File: src/rtl/exec_sequencer.sv
// Run/halt/step controller for the single-cycle MIPS core: gates PC/RegWrite/MemWrite via cycle_en_o.
// Optional runaway-code watchdog compiled in with `define EXEC_WDOG_EN.
module exec_sequencer #(
  parameter int COUNT_W    = 16,
  parameter int WDOG_LIMIT = 1000
) (
  input  logic               clk_i,
  input  logic               rst_ni,
  input  logic               run_i,
  input  logic               halt_i,
  input  logic               step_i,
  input  logic [31:0]        pc_i,
  input  logic [31:0]        bp_addr_i,
  input  logic               bp_enable_i,
  output logic               cycle_en_o,
  output logic [2:0]         state_o,
  output logic               bp_hit_o,
  output logic [COUNT_W-1:0] instr_count_o,
  output logic               wdog_trip_o
);

  typedef enum logic [2:0] {
    S_IDLE  = 3'd0,
    S_RUN   = 3'd1,
    S_STEP  = 3'd2,
    S_HALT  = 3'd3,
    S_BREAK = 3'd4
  } state_e;

  state_e             state_q, state_d;
  logic               run_q, halt_q, step_q;
  logic               bp_skip_q, bp_skip_d;
  logic [COUNT_W-1:0] count_q, count_d;
  logic               rise_run, rise_halt, rise_step;
  logic               bp_match, cycle_en, wdog_expire;

  assign rise_run  = run_i  & ~run_q;
  assign rise_halt = halt_i & ~halt_q;
  assign rise_step = step_i & ~step_q;

  // bp_skip lets the instruction sitting on the breakpoint commit once after resuming.
  assign bp_match = bp_enable_i & (pc_i == bp_addr_i) & ~bp_skip_q;
  assign cycle_en = ((state_q == S_RUN) & ~bp_match) | (state_q == S_STEP);

  always_comb begin
    state_d = state_q;
    case (state_q)
      S_IDLE: begin
        if (rise_halt)      state_d = S_HALT;
        else if (rise_step) state_d = S_STEP;
        else if (rise_run)  state_d = S_RUN;
      end
      S_RUN: begin
        if (rise_halt)        state_d = S_HALT;
        else if (bp_match)    state_d = S_BREAK;
        else if (wdog_expire) state_d = S_HALT;
      end
      S_STEP: state_d = S_HALT;
      S_HALT, S_BREAK: begin
        if (rise_step)     state_d = S_STEP;
        else if (rise_run) state_d = S_RUN;
      end
      default: state_d = S_HALT;
    endcase
  end

  always_comb begin
    bp_skip_d = bp_skip_q;
    if ((state_q == S_BREAK) && (state_d == S_RUN)) bp_skip_d = 1'b1;
    else if (state_q == S_RUN)                      bp_skip_d = 1'b0;
  end

  always_comb begin
    count_d = count_q;
    if (cycle_en && (count_q != {COUNT_W{1'b1}})) count_d = count_q + 1'b1;
  end

  // History registers reset to 1 so a button held through reset does not fire.
  always_ff @(posedge clk_i or negedge rst_ni) begin
    if (!rst_ni) begin
      state_q   <= S_IDLE;
      run_q     <= 1'b1;
      halt_q    <= 1'b1;
      step_q    <= 1'b1;
      bp_skip_q <= 1'b0;
      count_q   <= '0;
    end else begin
      state_q   <= state_d;
      run_q     <= run_i;
      halt_q    <= halt_i;
      step_q    <= step_i;
      bp_skip_q <= bp_skip_d;
      count_q   <= count_d;
    end
  end

`ifdef EXEC_WDOG_EN
  localparam int WD_W = $clog2(WDOG_LIMIT) + 1;

  logic [WD_W-1:0] wd_q, wd_d;
  logic            trip_q, trip_d;

  assign wdog_expire = (state_q == S_RUN) & cycle_en & (wd_q == WD_W'(WDOG_LIMIT - 1));

  always_comb begin
    wd_d = '0;
    if ((state_q == S_RUN) && (state_d == S_RUN)) wd_d = wd_q + 1'b1;
  end

  // Trip only when the watchdog is what ended the run (a Halt edge outranks it).
  always_comb begin
    trip_d = trip_q;
    if (wdog_expire && !rise_halt)
      trip_d = 1'b1;
    else if (((state_d == S_RUN) || (state_d == S_STEP)) && (state_d != state_q))
      trip_d = 1'b0;
  end

  always_ff @(posedge clk_i or negedge rst_ni) begin
    if (!rst_ni) begin
      wd_q   <= '0;
      trip_q <= 1'b0;
    end else begin
      wd_q   <= wd_d;
      trip_q <= trip_d;
    end
  end

  assign wdog_trip_o = trip_q;
`else
  assign wdog_expire = 1'b0;
  assign wdog_trip_o = 1'b0;
`endif

  assign cycle_en_o    = cycle_en;
  assign state_o       = state_q;
  assign bp_hit_o      = (state_q == S_BREAK);
  assign instr_count_o = count_q;

endmodule

File: config.mk
export PLATFORM = sky130hd
export DESIGN_NAME = exec_sequencer
export DESIGN_NICKNAME = d
export VERILOG_FILES = /design/src/rtl/exec_sequencer.sv
export SDC_FILE = /design/constraint.sdc
export NUM_CORES = 1
export LEC_CHECK = 0
export CELL_PAD_IN_SITES_DETAIL_PLACEMENT = 1
export CELL_PAD_IN_SITES_GLOBAL_PLACEMENT = 2
export CORE_ASPECT_RATIO = 0.9
export CORE_MARGIN = 5
export CORE_UTILIZATION = 36
export DETAILED_ROUTE_END_ITERATION = 10
export DONT_BUFFER_PORTS = 1
export PLACE_DENSITY_LB_ADDON = 0.1
export SLEW_MARGIN = 5
export SYNTH_ARGS = -nofsm -noshare
export SYNTH_HDL_FRONTEND = slang
export SYNTH_SLANG_ARGS = --single-unit
export TNS_END_PERCENT = 20
File: constraint.sdc
create_clock -name clk_i -period 3.2 [get_ports clk_i]
set_clock_uncertainty 0.15 [all_clocks]
set_input_delay 0.48 -clock clk_i [delete_from_list [all_inputs] [get_ports clk_i]]
set_output_delay 0.48 -clock clk_i [all_outputs]
set_load 0.01 [all_outputs]
==> results of run 1 <==
flip-flops by register name, summed over array words and instances (netlist names):
signal,flops
halt_q,1
state_o,3
instr_count_o,16
run_q,1
step_q,1
bp_skip_q,1
timing repair:
item	CTS	global route
endpoints found under the hold margin	23	0
hold buffers	1	0
setup endpoints to repair	0	0
critical path: cells and delay by family:
| kind | cells | cell delay, ps |
|---|---|---|
| simple gates | 2 | 540 |
| compound gates | 2 | 690 |
| xor+xnor | 1 | 140 |
report_power, final:
part | switching [W] | total, W | leakage [nW] | internal [W]
Clock | 0.0000919 | 0.000179 | 0.0255 | 0.0000868
Sequential | 0.000187 | 0.000573 | 0.252 | 0.000385
Combinational | 0.000214 | 0.000378 | 0.368 | 0.000163
Total | 0.000494 | 0.00113 | 0.646 | 0.000635
cell families after synthesis:
group / count (synthesis)
compound gates: 12
xor+xnor: 47
buf+inv: 8
fa+ha+maj: 1
simple gates: 66
other cells: 1
mux: 1
flops: 23
stage by stage:
stage	instance area, um^2	cells	total power (W)	util (%)	setup WS (ps)
5_1_grt	1610	210	0.00122	39.6	493
4_1_cts	1610	210	0.00115	39.6	671
3_3_place_gp	1560	205	0.000929	38.2	734
3_5_place_dp	1560	205	0.000961	38.2	681
2_1_floorplan	1510	159	0.000834	-	901
6_report	1610	210	0.00113	39.6	717
area by class of cell:
class                      instances  area share, %
tap                               48           3.72
clock inverter                     1          0.310
clock buffer                       3           2.56
timing repair buffer               3           1.55
inverter                           4          0.930
multi-input combinational        128           55.0
sequential                        23           35.9
cells in the mapped netlist (all sizes together) (2+ instances only):
| library cell | n |
|---|---|
| a21oi | 2 |
| xnor2 | 4 |
| buf | 3 |
| xor2 | 43 |
| nor4 | 15 |
| a31oi | 2 |
| nor3 | 5 |
| nand2 | 14 |
| dfstp | 3 |
| dfrtp | 20 |
| inv | 4 |
| a211oi | 3 |
| nor2b | 2 |
| nor2 | 9 |
| nor3b | 2 |
| nand4 | 3 |
| nand3 | 9 |
| nor4b | 2 |
path summary, 6_finish.rpt:
check / startpoint / to / slack (ps) / depth (start not counted)
setup / recovery: bp_addr_i[6] / cycle_en_o / 720 / 5
hold / removal: run_i / run_q / 50 / 0
setup reg to reg: instr_count_o[0] / instr_count_o[1] / 990 / 7
hold reg to reg: bp_skip_q / bp_skip_q / 360 / 2
max in group asynchronous: rst_ni / instr_count_o[2] / 1560 / 1
min in group asynchronous: rst_ni / bp_skip_q / 700 / 1
layout by cell type, fill, tap and decap left out, drive strengths merged:
| cell type | count |
|---|---|
| o31ai | 1 |
| o22ai | 1 |
| dlygate4sd3 | 1 |
| inv | 4 |
| conb | 1 |
| nor4 | 15 |
| buf | 2 |
| xnor2 | 4 |
| or3 | 1 |
| nor3 | 5 |
| nor2 | 9 |
| and3 | 1 |
| nand4 | 3 |
| nor4b | 2 |
| clkbuf | 3 |
| dfstp | 3 |
| a31oi | 2 |
| and4 | 1 |
| dfrtp | 20 |
| nand2 | 14 |
| o21ai | 1 |
| a21oi | 2 |
| a211oi | 3 |
| ha | 1 |
| nand3 | 9 |
| nand2b | 1 |
| nand3b | 1 |
| clkinv | 1 |
| a21o | 1 |
| xor2 | 43 |
| nor2b | 2 |
| nor3b | 2 |
| o311ai | 1 |
| mux2 | 1 |
metal layers:
| metal | vias to the layer above | routed length (um) |
|---|---|---|
| met4 | 0 | 10 |
| met1 | 574 | 1590 |
| met3 | 2 | 357 |
| met2 | 49 | 1920 |
| li1 | 560 | - |
| met5 | - | 0 |
==> results.py, run 1 <==
metrics = {
    "sta": {
        "timing.hold.ws_ps": 53.1,
        "fmax_mhz": 403,
        "setup_viol": 0,
        "finalHoldViolCount": 0,
        "finalMaxSlewViolations": 0,
        "tightest_slew_ps": 1060,
        "post-route-min-period_ps": 2480,
        "fin_crit_sh_pct": 77.6,
        "slew_headroom_pct": 29.3,
        "tns_ps": 0,
        "rsz0062_at_grt": "no",
    },
    "power": {
        "peakVddDrop_mv": 0.435,
        "p_leak_nw": 0.646,
        "power_density_nw_per_um2": 700,
    },
    "global_routing": {
        "antenna_found_initial": 0,
        "use_met1_pct": 16.9,
        "busiest_layer": "met2",
        "grt_usage_pct": 13.4,
        "grt_pass1_vias": 1254,
        "grt_max_degree": 24,
        "grt_pass1_wl_mm": 6.08,
        "grt-ovfl-total": 0,
        "grtUsageMet2_pct": 22.4,
        "gr-usage-met3_pct": 5.78,
    },
    "yosys": {
        "netlist_area_um2": 1510,
        "synth-async-reset-ratio_pct": 100,
        "yosys.area_share.simple_pct": 24.2,
        "seq_area_frac_synth_pct": 38.5,
        "avgSynthCellArea_um2": 9.47,
        "ys.flop_type": "dfrtp_1",
        "yosysUniqueCellTypes": 34,
        "synth_xor_area_share_pct": 27.3,
        "synthCells": 159,
        "synthAdderAreaFrac_pct": 0.831,
        "yosysTopAreaCell": "dfrtp_1",
        "syn_nets": 230,
        "yosys-top-cells-area": "dfrtp_1 33%, xor2_1 25%, nor4_1 6.2%, dfstp_2 5.2%, nand2_1 3.5%",
        "synth_compound_area_share_pct": 5.65,
        "netlist.area_leader.share_pct": 33.2,
        "ys_seq_elements": 23,
        "synth_warnings": 0,
        "synth_top_family_by_area": "XOR/XNOR gates",
        "synthMuxAreaShare_pct": 0.748,
        "synth-edff-count": 0,
    },
    "drt": {
        "via_per_inst": 5.64,
        "firstDrtPassIters": 4,
        "wirelength_mm": 3.88,
        "drtAntennaViolNets": 0,
        "via_count": 1185,
        "routedWlPerCell_um": 18.5,
        "drtIter0Drc": 46,
        "drc_errors": 0,
    },
    "worst_setup_path": {
        "crit_chain": "xor2_1 > nor4_1 > nand4_1 > o311ai_0 > a21oi_1",
        "crit_fanout": 3,
        "cp_slowest_cell": "o311ai_0",
        "cp_data_required_time_ps": 2570,
        "max_stage_delay_ps": 480,
        "path_class": "in -> out",
        "start_kind": "input pin",
        "arrival_ps": 1850,
        "cp-end-kind": "output port",
    },
    "die": {
        "pin_count": 92,
        "initial_utilization_pct": 37.0,
        "dieArea_um2": 5580,
        "die_w_um": 78.2,
        "die_h_um": 71.4,
        "rows": 22,
        "core_um2": 4070,
    },
    "clock_tree": {
        "root_buffer": "clkbuf_8",
        "cts_tree": "built",
        "cts.sinks": 23,
        "cts_resized": 0,
        "clk_pin_slew_ps": 80,
        "post-cts-setup-buffer-count": 0,
        "clk_latency_ps": 260,
        "cts_made_buffers": 3,
        "htree_levels": 1,
        "clock_path_buffers": 2,
    },
    "status": {
        "status": "finished, final reports clean",
    },
    "run": {
        "maxCapViolations": 0,
    },
    "min_path": {
        "hold_path.class": "in -> reg",
    },
    "place": {
        "gp_congestion": 0.818,
        "portBuffers": 0,
        "hpwlAfterDp_mm": 3.16,
    },
    "cells_and_area": {
        "finalNetCount": 234,
        "multi_input_area_um2": 888,
        "ff_latch_area_um2": 579,
        "syn_to_final_growth_pct": 7.14,
        "fillers": 469,
        "drive_gt1_share_pct": 7.41,
        "antenna_cells": 0,
    },
}
Power figures use the tool's default switching activity.
==> run 2: changes to the inputs <==
CORE_UTILIZATION = 34   (was 36)
clock period = 2.3 ns   (was 3.2 ns; I/O delays follow)
==> run 2 against run 1 <==
Net effect: core utilization is 2.1 points higher; sequential power is 12% higher; die area is 5.1% higher; worst hold slack better by 150 ps; design area is 13% higher; first-iteration DRC count is 22% lower; flip-flop and latch count stayed put; worst setup slack worse by 530 ps; critical endpoint unchanged; global-route usage is 0.84 points higher; register-to-register slack worse by 790 ps; combinational power is 140% higher.
==> results.py, run 2 (synthesis results as in run 1) <==
metrics = {
    "status": {
        "status": "finished, final reports clean",
    },
    "clock_tree": {
        "root_buffer": "clkbuf_8",
        "clk_latency_ps": 260,
        "clock_path_buffers": 2,
        "htree_levels": 1,
        "clk_pin_slew_ps": 80,
        "cts_made_buffers": 3,
        "cts.sinks": 23,
        "cts_tree": "built",
    },
    "place": {
        "gp_congestion": 0.812,
        "hpwlAfterDp_mm": 3.42,
        "pre_cts_slack_ps": -57.1,
        "dp_cells": 237,
        "portBuffers": 0,
    },
    "die": {
        "initial_utilization_pct": 34.4,
        "core_um2": 4370,
        "pin_count": 92,
        "rows": 23,
        "die_w_um": 80.2,
        "dieArea_um2": 5860,
        "die_h_um": 73.2,
    },
    "worst_setup_path": {
        "start_kind": "flop",
        "crit_path_start": "bp_skip_q",
        "crit_fanout": 3,
        "cp_data_required_time_ps": 1800,
        "r2r_cells": 6,
        "arrival_ps": 1620,
        "endpoint": "cycle_en_o",
        "rr_endpoint": "instr_count_o[1]",
        "worstReg2RegStart": "instr_count_o[0]",
        "r2r_slack_ps": 200,
        "path_class": "reg -> out",
        "cp-end-kind": "output port",
    },
    "cells_and_area": {
        "final_common_cell": "xor2_1",
        "fillers": 526,
        "layoutNonFillerInstCount": 246,
        "syn_to_final_growth_pct": 21.1,
        "antenna_cells": 0,
        "drive_gt1_share_pct": 17.9,
        "final_cell_mix": "43 x xor2_1, 21 x buf_4, 20 x dfrtp_1",
        "largest_register_ffs": 16,
        "finalNetCount": 256,
    },
    "global_routing": {
        "grt-ovfl-total": 0,
        "grt_max_degree": 24,
        "antenna_found_initial": 0,
        "grt_pass1_wl_mm": 6.70,
        "grt_pass1_vias": 1446,
        "grt_usage_pct": 14.3,
    },
    "drt": {
        "drtAntennaViolNets": 0,
        "via_count": 1242,
        "drtIter0Drc": 36,
        "firstDrtPassIters": 4,
        "drc_errors": 0,
        "routedWlPerCell_um": 16.7,
        "via_per_inst": 5.05,
        "wirelength_mm": 4.10,
    },
    "min_path": {
        "min_path_cells": 2,
        "hold_path.class": "in -> reg",
        "hp-start": "run_i",
    },
    "sta": {
        "setup_viol": 0,
        "post-route-min-period_ps": 2110,
        "tightest_slew_ps": 1090,
        "finalHoldViolCount": 0,
        "slew_headroom_pct": 27.1,
        "fmax_mhz": 473,
        "finalMaxSlewViolations": 0,
        "rsz0062_at_grt": "no",
        "fin_crit_sh_pct": 91.9,
        "setup_ws_ps": 187,
    },
    "power": {
        "peakVddDrop_mv": 0.438,
        "power_density_nw_per_um2": 978,
        "p_leak_nw": 0.748,
    },
    "run": {
        "maxCapViolations": 0,
    },
}
## run 2: changes by cell type in the layout (fill, tap and decap cells not counted)
cell	before	now
buf_4	2	21
dlygate4sd3_1	1	4
a21oi_1	2	1
a21oi_2	0	1
o311ai_0	1	0
o311ai_2	0	1
o31ai_2	1	0
o31ai_4	0	1
## run 2: critical path: stages, from the launching register on
cell	delay, ps
dfrtp_1	400
nor3b_1	210
nand4_1	200
o311ai_2	360
a21oi_1	180
## run 2: final cells by class
| class | count | area, um^2 | area share, % |
|---|---|---|---|
| clock inverter | 1 | 5.00 | 0.274 |
| inverter | 4 | 15.0 | 0.823 |
| clock buffer | 3 | 41.3 | 2.26 |
| timing repair buffer | 25 | 198 | 10.8 |
| tap | 62 | 77.6 | 4.25 |
| sequential | 23 | 579 | 31.8 |
| multi-input combinational | 128 | 908 | 49.8 |
## run 2: stage by stage
stage          util, %  total power [W]  hold slack [ps]  area [um^2]  TNS [ps]
2_1_floorplan        -          0.00116             -101         1510         0
6_report          41.7          0.00178              199         1820         0
5_1_grt           41.7          0.00192              214         1820         0
3_3_place_gp      39.1          0.00148            -99.9         1710         0
4_1_cts           41.3          0.00180              206         1810         0
3_5_place_dp      39.1          0.00150            -99.9         1710     -57.1
## run 2: timing repair
action	4_1_cts	5_1_grt
buffers inserted	0	1
pin swaps	0	0
hold buffers	4	0
endpoints found under the hold margin	26	0
gates resized for setup	2	2
setup endpoints to repair	2	1
## run 2: worst min-delay path by stage
stage / to
finish: state_o[2]
global route: state_o[2]
CTS: state_o[2]
detailed placement: bp_skip_q
global placement: bp_skip_q
floorplan: bp_skip_q
## run 2: where the power goes
group / total [W] / leakage, nW / switching [W] / internal [W]
sequential: 0.000640 / 0.252 / 0.000103 / 0.000537
combinational: 0.000890 / 0.470 / 0.000507 / 0.000383
clock: 0.000254 / 0.0255 / 0.000133 / 0.000121
total: 0.00178 / 0.748 / 0.000743 / 0.00104
## run 2: per-layer routing
layer / wire length, um / track usage [%]
met5: 0 / 0
met4: 10 / 1.69
met3: 325 / 5.68
met2: 2120 / 25.6
met1: 1650 / 16.6
